## config.mk

```make
export PLATFORM = sky130hd
export DESIGN_NAME = alarm_annunciator
export DESIGN_NICKNAME = d
export VERILOG_FILES = /design/src/rtl/alarm_pkg.sv /design/src/rtl/tick_counter.sv /design/src/rtl/alarm_annunciator.sv
export SDC_FILE = /design/constraint.sdc
export NUM_CORES = 1
export LEC_CHECK = 0
export BUFFER_PORTS_ARGS = -buffer_cell sky130_fd_sc_hd__buf_2
export CAP_MARGIN = 15
export CORE_MARGIN = 3
export CORE_UTILIZATION = 40
export CTS_BUF_LIST = sky130_fd_sc_hd__clkbuf_4 sky130_fd_sc_hd__clkbuf_8
export DETAILED_ROUTE_END_ITERATION = 6
export PLACE_DENSITY = 0.67
export SLEW_MARGIN = 20
export SYNTH_ARGS = -nofsm -noshare
export SYNTH_HDL_FRONTEND = slang
export SYNTH_SLANG_ARGS = --single-unit
export TNS_END_PERCENT = 30
```

## constraint.sdc

```tcl
create_clock -name iCLK -period 6.3 [get_ports iCLK]
set_clock_uncertainty 0.15 [all_clocks]
set_input_delay 0.315 -clock iCLK [delete_from_list [all_inputs] [get_ports iCLK]]
set_output_delay 0.315 -clock iCLK [all_outputs]
set_load 0.005 [all_outputs]
```

## src/rtl/alarm_pkg.sv

```systemverilog
// Shared definitions for the alarm annunciator.
// Holds the FSM state encoding, the default timing constants (in ticks)
// and a helper that picks the first-out zone from the latched zone bits.
package alarm_pkg;

  typedef enum logic [1:0] {
    ST_IDLE     = 2'd0,
    ST_SOUNDING = 2'd1,
    ST_SILENCED = 2'd2
  } state_t;

  localparam int DEF_SIREN_TICKS  = 600;  // 30 s at a 50 ms tick
  localparam int DEF_STROBE_TICKS = 4;    // 2.5 Hz strobe at a 50 ms tick
  localparam int DEF_WARBLE_TICKS = 2;

  // One-hot of the lowest-index set bit (000 when no bit is set).
  function automatic logic [2:0] lowest_set(input logic [2:0] z);
    return z & (~z + 3'd1);
  endfunction

endpackage

```

## src/rtl/tick_counter.sv

```systemverilog
// Divide-by-N on tick with a toggling output.
// Ports:
//   clk       system clock
//   rst       synchronous active-high reset (count and phase to 0)
//   clear     synchronous clear: count to 0, phase to clear_val
//   clear_val phase value loaded by clear
//   en        tick enable; each enabled cycle counts one tick
//   phase     toggles after every N enabled ticks
module tick_counter #(
  parameter int N = 4
) (
  input  logic clk,
  input  logic rst,
  input  logic clear,
  input  logic clear_val,
  input  logic en,
  output logic phase
);

  localparam int W = (N < 2) ? 1 : $clog2(N + 1);
  localparam logic [W-1:0] LAST = (N < 1) ? '0 : W'(N - 1);

  logic [W-1:0] cnt;

  always_ff @(posedge clk) begin
    if (rst) begin
      cnt   <= '0;
      phase <= 1'b0;
    end else if (clear) begin
      cnt   <= '0;
      phase <= clear_val;
    end else if (en) begin
      if (cnt >= LAST) begin
        cnt   <= '0;
        phase <= ~phase;
      end else begin
        cnt <= cnt + W'(1);
      end
    end
  end

endmodule

```

## src/rtl/alarm_annunciator.sv

```systemverilog
// Alarm annunciator: drives a warbling siren for a limited time, a strobe
// lamp, and zone LEDs with the first-out zone flashing at the strobe rate.
// Ports:
//   iCLK          system clock, rising edge
//   iRST          synchronous active-high reset
//   tick          one-cycle timebase enable (nominally 50 ms)
//   siren_en      alarm condition present
//   strobe_en     strobe lamp request
//   zone_detected latched zone bits, bit0 = zone 1
//   ack           silence request level, acted on at its rising edge
//   siren_out     pulsed siren drive
//   strobe_out    strobe lamp drive
//   zone_led      zone indicators (first-out flashes, others steady)
//   silenced      high while silenced
//
// state       | meaning
// ST_IDLE     | no alarm, siren off, LEDs mirror zones
// ST_SOUNDING | siren warbling, run timer counting down
// ST_SILENCED | siren off after ack or timeout; a new zone re-arms it
module alarm_annunciator
  import alarm_pkg::*;
#(
  parameter int SIREN_TICKS  = DEF_SIREN_TICKS,
  parameter int STROBE_TICKS = DEF_STROBE_TICKS,
  parameter int WARBLE_TICKS = DEF_WARBLE_TICKS
) (
  input  logic       iCLK,
  input  logic       iRST,
  input  logic       tick,
  input  logic       siren_en,
  input  logic       strobe_en,
  input  logic [2:0] zone_detected,
  input  logic       ack,
  output logic       siren_out,
  output logic       strobe_out,
  output logic [2:0] zone_led,
  output logic       silenced
);

  localparam int TW = (SIREN_TICKS < 2) ? 1 : $clog2(SIREN_TICKS + 1);
  localparam logic [TW-1:0] TIMER_LOAD = TW'(SIREN_TICKS);

  state_t        state, state_nx;
  logic [TW-1:0] timer, timer_nx;
  logic [2:0]    first_out, first_out_nx;
  logic [2:0]    snapshot, snapshot_nx;
  logic [2:0]    zone_q;
  logic          ack_q;
  logic          ack_rise, new_zone, expire, enter_sounding;
  logic          warble_clear;

  always_ff @(posedge iCLK) begin
    if (iRST) begin
      state     <= ST_IDLE;
      timer     <= '0;
      first_out <= '0;
      snapshot  <= '0;
      zone_q    <= '0;
      ack_q     <= 1'b0;
    end else begin
      state     <= state_nx;
      timer     <= timer_nx;
      first_out <= first_out_nx;
      snapshot  <= snapshot_nx;
      zone_q    <= zone_detected;
      ack_q     <= ack;
    end
  end

  always_comb begin
    state_nx     = state;
    timer_nx     = timer;
    first_out_nx = first_out;
    snapshot_nx  = snapshot;
    ack_rise     = ack & ~ack_q;
    new_zone     = |(zone_detected & ~snapshot);
    // Expiry is judged on the pre-decrement value so the timer never wraps.
    expire       = tick && (timer <= TW'(1));

    if (!siren_en) begin
      state_nx     = ST_IDLE;
      timer_nx     = '0;
      first_out_nx = '0;
      snapshot_nx  = '0;
    end else begin
      case (state)
        ST_IDLE: begin
          state_nx     = ST_SOUNDING;
          timer_nx     = TIMER_LOAD;
          first_out_nx = lowest_set(zone_detected);
          snapshot_nx  = zone_detected;
        end
        ST_SOUNDING: begin
          // A fresh zone restarts the run time and beats a same-cycle ack.
          if (new_zone) begin
            timer_nx    = TIMER_LOAD;
            snapshot_nx = zone_detected;
          end else if (ack_rise || expire) begin
            state_nx = ST_SILENCED;
            timer_nx = '0;
          end else if (tick) begin
            timer_nx = timer - TW'(1);
          end
        end
        ST_SILENCED: begin
          if (new_zone) begin
            state_nx    = ST_SOUNDING;
            timer_nx    = TIMER_LOAD;
            snapshot_nx = zone_detected;
          end
        end
        default: state_nx = ST_IDLE;
      endcase
    end

    enter_sounding = (state != ST_SOUNDING) && (state_nx == ST_SOUNDING);
    // Warble phase restarts high on entry and is held low whenever not sounding,
    // so its register doubles as the siren drive.
    warble_clear   = (state_nx != ST_SOUNDING) || enter_sounding;
  end

  tick_counter #(.N(WARBLE_TICKS)) u_warble (
    .clk       (iCLK),
    .rst       (iRST),
    .clear     (warble_clear),
    .clear_val (enter_sounding),
    .en        (tick),
    .phase     (siren_out)
  );

  tick_counter #(.N(STROBE_TICKS)) u_strobe (
    .clk       (iCLK),
    .rst       (iRST),
    .clear     (~strobe_en),
    .clear_val (1'b0),
    .en        (tick),
    .phase     (strobe_out)
  );

  // first_out is only ever non-zero while siren_en was high at the last edge,
  // so it also carries the siren_en qualification for the flashing LED.
  assign zone_led = (first_out & {3{strobe_out}}) | (~first_out & zone_q);
  assign silenced = (state == ST_SILENCED);

endmodule

```

[Word-level counts from Yosys, hierarchy flattened]
Index checks and enable logic that the tools add are counted.
Cells by class
  add/sub/neg operators: 4
  magnitude comparators: 3
  equal/unequal tests: 8
  muxes and demuxes: 17
  bitwise logic cells: 14
  reductions and logical operators: 18
Operators by type and width (number)
  10-bit two-way mux: 4
  10-bit one-hot mux with 3 select lines: 1
  3-bit bitwise AND: 4
  10-bit by 1-bit <= comparator with 1-bit output (second input constant): 1
  2-bit two-way mux: 5
  10-bit by 1-bit subtractor with 10-bit output (second input constant): 1
  3-bit inverter: 3
  2-bit by 1-bit != test with 1-bit output (second input constant): 4
  2-bit OR reduction: 4
  3-bit by 1-bit adder with 3-bit output (second input constant): 2
  3-bit two-way mux: 2
  2-bit one-hot mux with 3 select lines: 1
  3-bit one-hot mux with 2 select lines: 1
  2-bit AND reduction: 3
  2-bit nonzero test: 3
  1-bit inverter: 5
  2-bit by 1-bit equality test with 1-bit output (second input constant): 2
  4-bit != test (second input constant): 1
  3-bit by 2-bit >= comparator with 1-bit output (second input constant): 1
  1-bit two-way mux: 3
  3-bit OR: 1
  3-bit AND reduction: 1
  3-bit nonzero test: 1
  3-bit OR reduction: 1
  7 further kinds: 9
Storage, ports and cells
  bits in registers: 29
  input bits: 9
  output and inout port bits: 6
  word-level logic and storage cells: 74

[Depth between registers and ports, before layout]
Gate-level depths: netlist (run 1).
  word-level depth: 12
  mapped depth: 8
  mapped depth without buffers: 7

[Cells and area by module]
Synthesis (run 1) repeated with hierarchy kept, for this count alone.
Second synthesis, totals
  cell total of the unflattened synthesis: 195
  area, all modules: 1682.9 um^2
By module, submodules not included
  alarm_annunciator: times used 1, cells an instance 156, area each 1305.0 um^2, seq. area each 440.4 um^2
  tick_counter at u_strobe: times used 1, cells an instance 23, area each 216.5 um^2, seq. area each 80.1 um^2
  tick_counter at u_warble: times used 1, cells an instance 16, area each 161.4 um^2, seq. area each 60.1 um^2

[Worst setup path after synthesis (run 1)]
Ideal clock, no wire load.
  kind: input to register
  from: input port zone_detected[2]
  to: register timer[3]
  library setup time: 0.119 ns
  arrival: 1.936 ns
  required time: 6.031 ns
  setup slack: 4.095 ns
  cell stages on the path: 7
  path buffers: 2
  cell sequence: nor2b_4 or3_1 buf_2 or4_1 buf_2 o21ba_1 o221a_1
On the way
  word-level cells in the longest chain between the ends: 4
  elaborated cells on any way between the ends: 7
  classes of those cells: eq/ne (2); mux (2); bitwise (1); reduce/logical (2)
RTL lines
  start, declared: line alarm_annunciator.sv:32  | input logic [2:0] zone_detected,
  3-bit bitwise AND *: line alarm_annunciator.sv:76  | new_zone = |(zone_detected & ~snapshot);
  3-bit OR reduction *: line alarm_annunciator.sv:76
  4-bit != test (no source line) (tied with other cells)
  3-bit AND reduction (no source line) / 10-bit one-hot mux with 3 select lines (equally long branches)
  end signal, assigned: line alarm_annunciator.sv:62  | timer <= timer_nx;
  end, declared: line alarm_annunciator.sv:44  | logic [TW-1:0] timer, timer_nx;
Mark *: on every way between the ends. The rest lies on a longest branch, timed or not.
A chain may end at the register's enable or synchronous reset.

[Worst setup path after layout (run 1)]
  from: register timer[0]
  to: register timer[1]
On the way
  word-level cells in the longest chain between the ends: 6
  elaborated cells on any way between the ends: 10
  classes of those cells: add/sub (1); order compare (1); eq/ne (1); mux (4); reduce/logical (3)
RTL lines
  10-bit by 1-bit <= comparator with 1-bit output: line alarm_annunciator.sv:78  | expire = tick && (timer <= TW'(1));
  1-bit logical AND: line alarm_annunciator.sv:78
  1-bit logical OR: line alarm_annunciator.sv:98  | end else if (ack_rise || expire) begin
  10-bit two-way mux: line alarm_annunciator.sv:98
  10-bit two-way mux: line alarm_annunciator.sv:95  | if (new_zone) begin
  10-bit one-hot mux with 3 select lines: line alarm_annunciator.sv:86  | case (state)
Parallel ways exist; a longest one is shown, timed or not. The select of a mux whose other input is x is not followed.

==> results of run 1 <==
## registers in the layout, indices dropped and copies added (netlist names)
name,count
u_strobe.cnt,3
ack_q,1
snapshot,3
state,2
first_out,3
u_strobe.phase,1
timer,10
u_warble.phase,1
zone_q,3
u_warble.cnt,2
## kinds of logic after synthesis
family / count (synthesis) / share of synthesized area (%)
and+or+nand+nor: 74 / 26.15
AOI/OAI and AO/OA: 36 / 15.72
adders and majority gates: 9 / 7.109
buffers and inverters: 18 / 4.502
xor gates and xnor gates: 6 / 3.318
DFF: 29 / 36.65
muxes: 10 / 6.556
## synthesized netlist by cell type, types with 2 or more instances
library cell	instances
buf_2	2
o21ba_1	2
mux2i_1	7
buf_1	2
ha_1	9
nor2b_4	2
nor4b_1	2
nor2b_1	8
nor4_1	5
dfxtp_1	29
o221a_1	2
nand2b_1	6
o21ai_0	7
clkbuf_1	5
mux2_2	3
inv_1	8
a21oi_1	8
or3_1	2
o211ai_1	2
o221a_2	2
nor2_1	20
a31oi_1	6
nand3_1	4
nand2_1	6
or4_1	3
xor2_1	5
nor3_1	9
or2_2	2
## cells in the final DEF (no fill, tap or decap), types with 8 or more instances in the layout
cell type  count
nor3_1         9
nor2_1        20
ha_1           9
buf_2         14
inv_1          8
nor2b_1        8
a21oi_1        8
dfxtp_1       29
## cell type report
class	instances	area [um^2]
Timing Repair Buffer	14	70.07
Multi-Input combinational cell	135	932.1
Tap cell	48	60.06
Inverter	8	30.03
Sequential cell	29	580.6
Fill cell	393	1969
Clock buffer	7	96.34
Clock inverter	1	5.005
## per-stage QoR
step | std cells | cell area, um^2
3_5_place_dp | 234 | 1673
3_3_place_gp | 234 | 1673
5_1_grt | 242 | 1774
6_report | 242 | 1774
2_1_floorplan | 182 | 1584
4_1_cts | 242 | 1774
## metal layers
layer	vias up	wire length [um]
li1	670	-
met3	6	123
met1	581	1565
met2	14	1343
met4	0	54
met5	-	0
## power breakdown
group / switching (mW) / internal (mW) / total (mW)
clock network: 0.0695 / 0.0985 / 0.168
logic: 0.0275 / 0.0230 / 0.0505
registers: 0.00534 / 0.190 / 0.195
total: 0.102 / 0.311 / 0.414
## how the worst min path moves through the flow
| stage | startpoint | endpoint | slack [ns] |
|---|---|---|---|
| CTS | ack | ack_q$_SDFF_PP0_ | 0.12 |
| floorplan | iRST | ack_q$_SDFF_PP0_ | 0.24 |
| global route | iRST | zone_q[0]$_SDFF_PP0_ | 0.16 |
| global placement | first_out[1]$_SDFFE_PP0P_ | first_out[1]$_SDFFE_PP0P_ | 0.32 |
| finish | ack | ack_q$_SDFF_PP0_ | 0.13 |
| detailed placement | first_out[1]$_SDFFE_PP0P_ | first_out[1]$_SDFFE_PP0P_ | 0.34 |
==> results.tsv, run 1 <==
stage	metric	value	unit
critical_path	FF-to-FF path depth	7	
place	pre-CTS WS	3.864	ns
place	Detail Placement HPWL	2.202	mm
critical_path	worst-path fanout max	8	
floorplanning	die area	4751	um^2
detailed_routing	vias per cell	5.252	
clocking	CTS sink count	29	
sta	period utilization	37.15	%
synthesis	Avg Cell Area, Syn	8.703	um^2
synthesis	register area share after synthesis	36.65	%
sta	PnR worst setup slack	3.960	ns
power_and_ir_drop	leakage	0.7607	nW
detailed_routing	total number of vias	1271	
floorplanning	Initial Util	42.31	%
min_path	worst hold path type	primary input to flop	
run	maxcap violations	0	
grt	vias in the first global route	1226	
grt	initial antenna violation count	0	
detailed_routing	First-pass DRT Iterations	6	
finish	layout cells sized above 1	17.53	%
synthesis	leading area contributor after synthesis	dfxtp_1	
detailed_routing	DRC violations left	0	
detailed_routing	DR WL/cell	12.75	um
floorplanning	CORE AREA	3744	um^2
finish	Final nets	211	
grt	gr usage total	15.82	%
sta	RSZ-0062 raised after global routing	false	
grt	wire length of the first global-routing pass	5.595	mm
grt	GR met2 Demand/Resource	23.93	%
clocking	number of CTS-inserted buffers	5	
finish	final core occ	47.39	%
sta	highest clock rate	427.3	MHz
grt	global route overflow	0	
synthesis	top cells by area, synth	dfxtp_1 37%, ha_1 7.1%, nor2_1 4.7%, mux2i_1 4.4%, nor2b_1 3.2%	
floorplanning	I/O pin cnt	15	
clocking	CTS tree	yes	
synthesis	post-synthesis instance area	1584	um^2
clocking	CTS Hold Bufs	0	
grt	largest net degree at the start of global routing	12	
grt	Most Crowded Layer GR	met2	
critical_path	worst path cell trace	inv_1 -> ha_1 -> nor2_1 -> nor4_1 -> or2_2 -> or4_1 -> o41ai_1	
critical_path	Crit path depth	7	
synthesis	Post-synth ARST share	0	%
synthesis	Post-Syn Instances	182	
sta	Tmin final	2.340	ns
sta	setup violators final	0	
critical_path	CP Class	flop to flop	
clocking	Clk pin slew, worst setup/hold paths	0.06	ns
clocking	setup bufs post-CTS	0	
grt	M3 GR Usage	5.511	%
power_and_ir_drop	Worst VDD drop	0.1327	mV
critical_path	Setup crit end kind	flop	
place	Port Buf Inserts	14	
sta	post-route setup TNS	0	ns
critical_path	worst path bufs/invs	1	
power_and_ir_drop	total design power	0.4137	mW
synthesis	syn_nets	200	
clocking	CTS root buf	clkbuf_8	
floorplanning	Row Count	22	
grt	met1 Usage GRT	20.65	%
synthesis	yosys warns	0	
place	RePlAce Congestion	0.8501	
critical_path	Reg2Reg Launch Point	timer[0]$_SDFFE_PP0P_	
sta	Hold Slack	0.1322	ns
critical_path	crit-path leading delay family	simple AND/OR/NAND/NOR gates	
clocking	H-tree depth	2	
power_and_ir_drop	pwr dens	233.2	nW/um^2
sta	Worst Max-Slew Pin Slew	0.8489	ns
sta	max-slew violations	0	
synthesis	Synth top area share	36.65	%
floorplanning	Die X	68.93	um
status	status	finished, final reports clean	
clocking	Clock Latency Late Sink	0.28	ns
synthesis	Synth Flop Type	dfxtp_1	
detailed_routing	Iteration-0 DRC Markers	43	
critical_path	crit path DAT	2.36	ns
critical_path	reg2reg end	timer[1]$_SDFFE_PP0P_	
critical_path	Worst setup startpoint	timer[0]$_SDFFE_PP0P_	
finish	n_diodes	0	
sta	Final Hold Viols	0	
synthesis	count of different cell masters after synthesis	42	
critical_path	Critical Path Start Type	flop	
critical_path	max incr delay on CP	0.51	ns
finish	area grow syn2layout	12.01	%
critical_path	reg2reg setup slack	3.96	ns
sta	Slew headroom	42.97	%
synthesis	Synth Register Bits	29	
critical_path	CP Data Required Time	6.32	ns
floorplanning	Die H	68.93	um
detailed_routing	Total Wirelength	3.086	mm
clocking	cts repair resizes	0	
critical_path	critical path endpoint	timer[1]$_SDFFE_PP0P_	
clocking	CTS max path bufs	2	
critical_path	CP max-delay cell	or4_1	
min_path	Hold Path Cell Cnt	2	
detailed_routing	Antenna Nets Post-Route	0	
synthesis	Post-synth EDFFs	0	
Note: power is estimated with default switching activity, not from simulation.
==> inputs of run 2 (changes only) <==
==> constraint.sdc (replaced) <==
create_clock -name iCLK -period 2.5 [get_ports iCLK]
set_clock_uncertainty 0.15 [all_clocks]
set_input_delay 0.125 -clock iCLK [delete_from_list [all_inputs] [get_ports iCLK]]
set_output_delay 0.125 -clock iCLK [all_outputs]
set_load 0.005 [all_outputs]
==> run 2 against run 1 <==
Against the previous run:
- first-iteration DRC count is 33% higher
- worst setup slack worse by 3.8 ns
- critical path depth stayed put
- combinational power grew to 2.8 times the previous value
- sequential share of layout area is 2.0 points lower
- wire length is 2.0% higher
- die area stayed put
- non-clock buffer count is 13 higher
- core utilization is 3.1 points higher
- total power grew to 2.6 times the previous value
- cell area is 6.6% higher
- via count is 4.5% higher
- critical path type is now primary input to flop
- highest routed layer unchanged
==> results.tsv, run 2 (synthesis gave the netlist of run 1 again) <==
stage	metric	value	unit	change
power_and_ir_drop	Psw	0.2517	mW	+150%
finish	layout cells sized above 1	18.93	%	+1.4 points
sta	Hold Slack	0.01301	ns	-0.1192 ns
clocking	Clock Latency Late Sink	0.28	ns	about the same
sta	Final Hold Viols	0		unchanged
power_and_ir_drop	Clock Power Share	41.9	%	+1.3 points
place	Port Buf Inserts	14		unchanged
finish	n_diodes	0		unchanged
clocking	CTS tree	yes		
sta	RSZ-0062 raised after global routing	false		
run	maxcap violations	0		unchanged
clocking	CTS Hold Bufs	7		+7
detailed_routing	Total Wirelength	3.149	mm	+2.0%
sta	Worst Max-Slew Pin Slew	0.5347	ns	-0.3142 ns
detailed_routing	Antenna Nets Post-Route	0		unchanged
sta	Slew headroom	64.05	%	+21 points
critical_path	worst-path fanout max	6		-2
power_and_ir_drop	Flop pwr share	45.2	%	-2.0 points
finish	Reg with most FFs	timer		
critical_path	Setup crit end kind	flop		
finish	final core occ	50.53	%	+3.1 points
clocking	CTS max path bufs	2		unchanged
critical_path	CP Class	primary input to flop		
detailed_routing	total number of vias	1328		+4.5%
floorplanning	Die X	68.93	um	unchanged
power_and_ir_drop	Worst VDD drop	0.2724	mV	+110%
power_and_ir_drop	power share of the combinational group	12.8	%	+0.6 points
critical_path	Critical Path Start Type	primary input		
sta	Tmin final	2.374	ns	
sta	period utilization	94.94	%	
sta	max-slew violations	0		unchanged
sta	post-route setup TNS	0	ns	unchanged
finish	area grow syn2layout	19.43	%	
clocking	Clk pin slew, worst setup/hold paths	0.06	ns	about the same
floorplanning	die area	4751	um^2	unchanged
floorplanning	Die H	68.93	um	unchanged
detailed_routing	DRC violations left	0		unchanged
floorplanning	I/O pin cnt	15		unchanged
clocking	setup bufs post-CTS	0		unchanged
finish	Final Cell Area	1892	um^2	+6.6%
sta	setup violators final	0		unchanged
grt	global route overflow	0		unchanged
floorplanning	Row Count	22		unchanged
grt	largest net degree at the start of global routing	12		unchanged
finish	max FFs per register	10		unchanged
detailed_routing	Iteration-0 DRC Markers	57		+33%
critical_path	CP Data Required Time	2.52	ns	-3.80 ns
clocking	cts repair resizes	0		unchanged
finish	commonest non-fill, non-tap cell in the layout	dfxtp_1		
clocking	H-tree depth	2		unchanged
grt	vias in the first global route	1201		-2.0%
floorplanning	Initial Util	42.31	%	unchanged
clocking	CTS root buf	clkbuf_8		
power_and_ir_drop	pwr dens	574.9	nW/um^2	+150%
place	Detail Placement HPWL	2.331	mm	+5.9%
sta	highest clock rate	421.3	MHz	
power_and_ir_drop	total design power	1.088	mW	+160%
detailed_routing	First-pass DRT Iterations	4		-2
finish	Final nets	224		+6.2%
detailed_routing	vias per cell	5.228		-0.45%
place	RePlAce Congestion	0.8563		+0.73%
finish	most frequent cells in the layout	29 x dfxtp_1, 20 x nor2_1, 14 x buf_2		
power_and_ir_drop	leakage	0.8217	nW	+8.0%
place	post-place instance area	1718	um^2	+2.7%
status	status	finished, final reports clean		
min_path	worst hold path type	primary input to flop		
grt	gr usage total	14.75	%	-1.1 points
power_and_ir_drop	Internal	0.8359	mW	+170%
clocking	number of CTS-inserted buffers	5		unchanged
power_and_ir_drop	Sw Ratio	23.14	%	-1.6 points
grt	wire length of the first global-routing pass	5.209	mm	-6.9%
floorplanning	CORE AREA	3744	um^2	unchanged
grt	initial antenna violation count	0		unchanged
detailed_routing	DR WL/cell	12.40	um	-2.8%
critical_path	crit path DAT	2.39	ns	+0.03 ns
clocking	CTS sink count	29		unchanged
run 2: changes by cell type in the layout (fill, tap and decap cells not counted):
cell / before / now
clkbuf_8: 7 / 5
buf_4: 0 / 6
bufinv_16: 0 / 1
dlygate4sd3_1: 0 / 7
run 2: path summary, 6_finish.rpt:
| kind | cells past startpoint | slack (ns) | end | start |
|---|---|---|---|---|
| worst max-delay path | 7 | 0.13 | timer[3]$_SDFFE_PP0P_ | zone_detected[2] |
| worst min-delay path | 3 | 0.01 | first_out[1]$_SDFFE_PP0P_ | zone_detected[1] |
| worst max register to register | 7 | 0.24 | timer[1]$_SDFFE_PP0P_ | timer[0]$_SDFFE_PP0P_ |
| worst min register to register | 2 | 0.33 | first_out[1]$_SDFFE_PP0P_ | first_out[1]$_SDFFE_PP0P_ |
run 2: per-layer routing:
metal,part of all wire [%],track usage [%],vias up
met3,3.9,5.348,6
li1,-,-,696
met2,45,22.98,16
met1,50,18.72,610
met4,1.6,5.109,0
met5,0,0,-
run 2: layout make-up:
cell class              instances  area, um^2
repair buffers                 27       185.2
clock buffers                   5       68.82
fillers                       390        1852
flip-flops and latches         29       580.6
well taps                      48       60.06
multi-input cells             135       932.1
inverters                       8       30.03
clock inverters                 2       35.03
run 2: through the flow:
step | setup slack [ns] | std cells
5_1_grt | 0.06130 | 254
2_1_floorplan | 0.2987 | 182
4_1_cts | 0.1392 | 254
3_3_place_gp | 0.3251 | 240
3_5_place_dp | 0.2694 | 240
6_report | 0.1264 | 254
run 2: power groups by stage:
stage                     clock network (mW)  registers, mW  logic, mW
after floorplan                            0          0.499     0.0981
after global routing                   0.489          0.493      0.157
after global placement                     0          0.501      0.131
after CTS                              0.473          0.491      0.140
final                                  0.456          0.492      0.140
after detailed placement                   0          0.501      0.131
run 2: critical path: stages:
cell and delay, ns:
dlygate4sd3_1 0.53, buf_2 0.14, nor2b_4 0.12, or3_1 0.41, or4_1 0.63, o21ba_1 0.23
o221a_1 0.21
==> inputs of run 3 (changes only) <==
--- a/config.mk
+++ b/config.mk
@@ -5,12 +5,14 @@
 export SDC_FILE = /design/constraint.sdc
 export NUM_CORES = 1
 export LEC_CHECK = 0
+export ABC_AREA = 0
 export BUFFER_PORTS_ARGS = -buffer_cell sky130_fd_sc_hd__buf_2
 export CAP_MARGIN = 15
 export CORE_MARGIN = 3
 export CORE_UTILIZATION = 40
 export CTS_BUF_LIST = sky130_fd_sc_hd__clkbuf_4 sky130_fd_sc_hd__clkbuf_8
 export DETAILED_ROUTE_END_ITERATION = 6
+export HOLD_SLACK_MARGIN = 0.06
 export PLACE_DENSITY = 0.67
 export SLEW_MARGIN = 20
 export SYNTH_ARGS = -nofsm -noshare
==> run 3 against run 2 <==
Against the previous run:
- global-route usage is the same
- clock power is essentially flat
- hold slack gained 0.15 ns
- cell area grew 1.1%
- via count grew 0.68%
- combinational power is essentially flat
- register-to-register slack is essentially flat
- largest power group unchanged
- critical path depth is the same
- worst setup slack gained 0.00052 ns
- sequential share of layout area shrank 0.32 points
- wire length is essentially flat
- critical path type unchanged
==> results.tsv, run 3 (synthesis gave the netlist of run 1 again) <==
stage	metric	value	unit	change
grt	Most Crowded Layer GR	met2		
finish	layout cells sized above 1	18.75	%	-0.18 points
finish	Reg area	580.6	um^2	unchanged
finish	Reg with most FFs	timer		
finish	commonest non-fill, non-tap cell in the layout	dfxtp_1		
finish	most frequent cells in the layout	29 x dfxtp_1, 20 x nor2_1, 14 x buf_2		
floorplanning	CORE AREA	3744	um^2	unchanged
finish	multi-input logic area	932.1	um^2	unchanged
clocking	H-tree depth	2		unchanged
place	RePlAce Congestion	0.8563		unchanged
power_and_ir_drop	Worst VDD drop	0.2726	mV	+0.10%
sta	max-slew violations	0		unchanged
grt	M3 GR Usage	5.348	%	unchanged
finish	Final nets	226		+0.89%
clocking	cts repair resizes	0		unchanged
grt	wire length of the first global-routing pass	5.216	mm	+0.13%
critical_path	crit path DAT	2.39	ns	about the same
critical_path	Critical Path Start Type	primary input		
floorplanning	Initial Util	42.31	%	unchanged
finish	non-filler instance count after layout	256		+0.79%
detailed_routing	total number of vias	1337		+0.68%
clocking	Clock Latency Late Sink	0.28	ns	about the same
power_and_ir_drop	leakage	0.8300	nW	+1.0%
sta	Final Hold Viols	0		unchanged
place	Port Buf Inserts	14		unchanged
clocking	CTS max path bufs	2		unchanged
floorplanning	die area	4751	um^2	unchanged
critical_path	CP Data Required Time	2.52	ns	about the same
status	status	finished, final reports clean		
finish	max FFs per register	10		unchanged
detailed_routing	vias per cell	5.223		-0.11%
detailed_routing	Iteration-0 DRC Markers	38		-33%
clocking	Clk pin slew, worst setup/hold paths	0.06	ns	about the same
min_path	worst hold path type	primary input to flop		
clocking	CTS sink count	29		unchanged
sta	Tmin final	2.373	ns	-0.0005170 ns
sta	RSZ-0062 raised after global routing	false		
place	Detail Placement HPWL	2.331	mm	unchanged
sta	highest clock rate	421.4	MHz	about the same
clocking	CTS root buf	clkbuf_8		
floorplanning	Die X	68.93	um	unchanged
clocking	CTS tree	yes		
sta	Slew headroom	64.05	%	unchanged
sta	Worst Max-Slew Pin Slew	0.5347	ns	+0.0000004768 ns
grt	initial antenna violation count	0		unchanged
detailed_routing	DRC violations left	0		unchanged
grt	GR met2 Demand/Resource	22.74	%	-0.24 points
power_and_ir_drop	pwr dens	570.3	nW/um^2	-0.80%
sta	setup violators final	0		unchanged
critical_path	worst-path fanout max	6		unchanged
grt	largest net degree at the start of global routing	12		unchanged
finish	area grow syn2layout	20.69	%	
detailed_routing	Antenna Nets Post-Route	0		unchanged
sta	period utilization	94.92	%	about the same
critical_path	Setup crit end kind	flop		
grt	vias in the first global route	1196		-0.42%
detailed_routing	Total Wirelength	3.152	mm	about the same
clocking	number of CTS-inserted buffers	5		unchanged
floorplanning	Die H	68.93	um	unchanged
power_and_ir_drop	total design power	1.090	mW	+0.25%
finish	Fillers	385		-1.3%
sta	post-route setup TNS	0	ns	unchanged
floorplanning	Row Count	22		unchanged
detailed_routing	First-pass DRT Iterations	4		unchanged
critical_path	CP Class	primary input to flop		
floorplanning	I/O pin cnt	15		unchanged
finish	n_diodes	0		unchanged
grt	gr usage total	14.75	%	unchanged
grt	global route overflow	0		unchanged
place	cell total after placement	240		unchanged
grt	met1 Usage GRT	18.92	%	+0.20 points
detailed_routing	DR WL/cell	12.31	um	-0.69%
run	maxcap violations	0		unchanged
[run 3: cell count changes in the layout (fill, tap and decap cells not counted)]
cell | previous run | this run
dlygate4sd3_1 | 7 | 9
[run 3: where the power goes]
part | total (mW) | switching, mW | internal (mW) | leakage (nW)
clock | 0.457 | 0.168 | 0.289 | 0.0540
sequential | 0.492 | 0.0132 | 0.478 | 0.237
combinational | 0.142 | 0.0714 | 0.0707 | 0.539
total | 1.09 | 0.252 | 0.838 | 0.830
[run 3: final timing paths]
kind,startpoint,endpoint,slack [ns],depth (start not counted)
hold reg to reg,first_out[1]$_SDFFE_PP0P_,first_out[1]$_SDFFE_PP0P_,0.33,2
hold / removal,siren_en,first_out[0]$_SDFFE_PP0P_,0.17,4
setup reg to reg,timer[0]$_SDFFE_PP0P_,timer[1]$_SDFFE_PP0P_,0.25,7
setup / recovery,zone_detected[1],timer[3]$_SDFFE_PP0P_,0.13,7
[run 3: metal layers]
metal / vias to the layer above / part of all wire, %
met3: 6 / 4.1
met4: 0 / 1.6
li1: 700 / -
met1: 613 / 50
met2: 18 / 44
met5: - / 0
[run 3: final cells by class]
cell class / instances / share of cell area (%)
Tap cell: 48 / 3.141
Multi-Input combinational cell: 135 / 48.76
Clock buffer: 5 / 3.599
Sequential cell: 29 / 30.37
Clock inverter: 2 / 1.832
Inverter: 8 / 1.571
Timing Repair Buffer: 29 / 10.73
[run 3: per-stage QoR]
stage / setup slack [ns] / util, % / instance area, um^2 / hold WS [ns]
after detailed placement: 0.2694 / 45.89 / 1718 / 0.2323
after CTS: 0.1392 / 51.07 / 1912 / 0.1610
after global routing: 0.06067 / 51.07 / 1912 / 0.1917
after floorplan: 0.2987 / - / 1584 / 0.04661
final: 0.1269 / 51.07 / 1912 / 0.1664
after global placement: 0.3251 / 45.89 / 1718 / 0.2192
[run 3: critical path: stages]
cell and delay [ns]:
dlygate4sd3_1 0.53, buf_2 0.16, nor2b_4 0.13, or3_1 0.39, or4_1 0.63, o21ba_1 0.23
o221a_1 0.21
[run 3: what timing repair did]
item	in CTS	in global routing
endpoints found under the hold margin	12	0
hold buffers	9	0
setup buffers	0	0
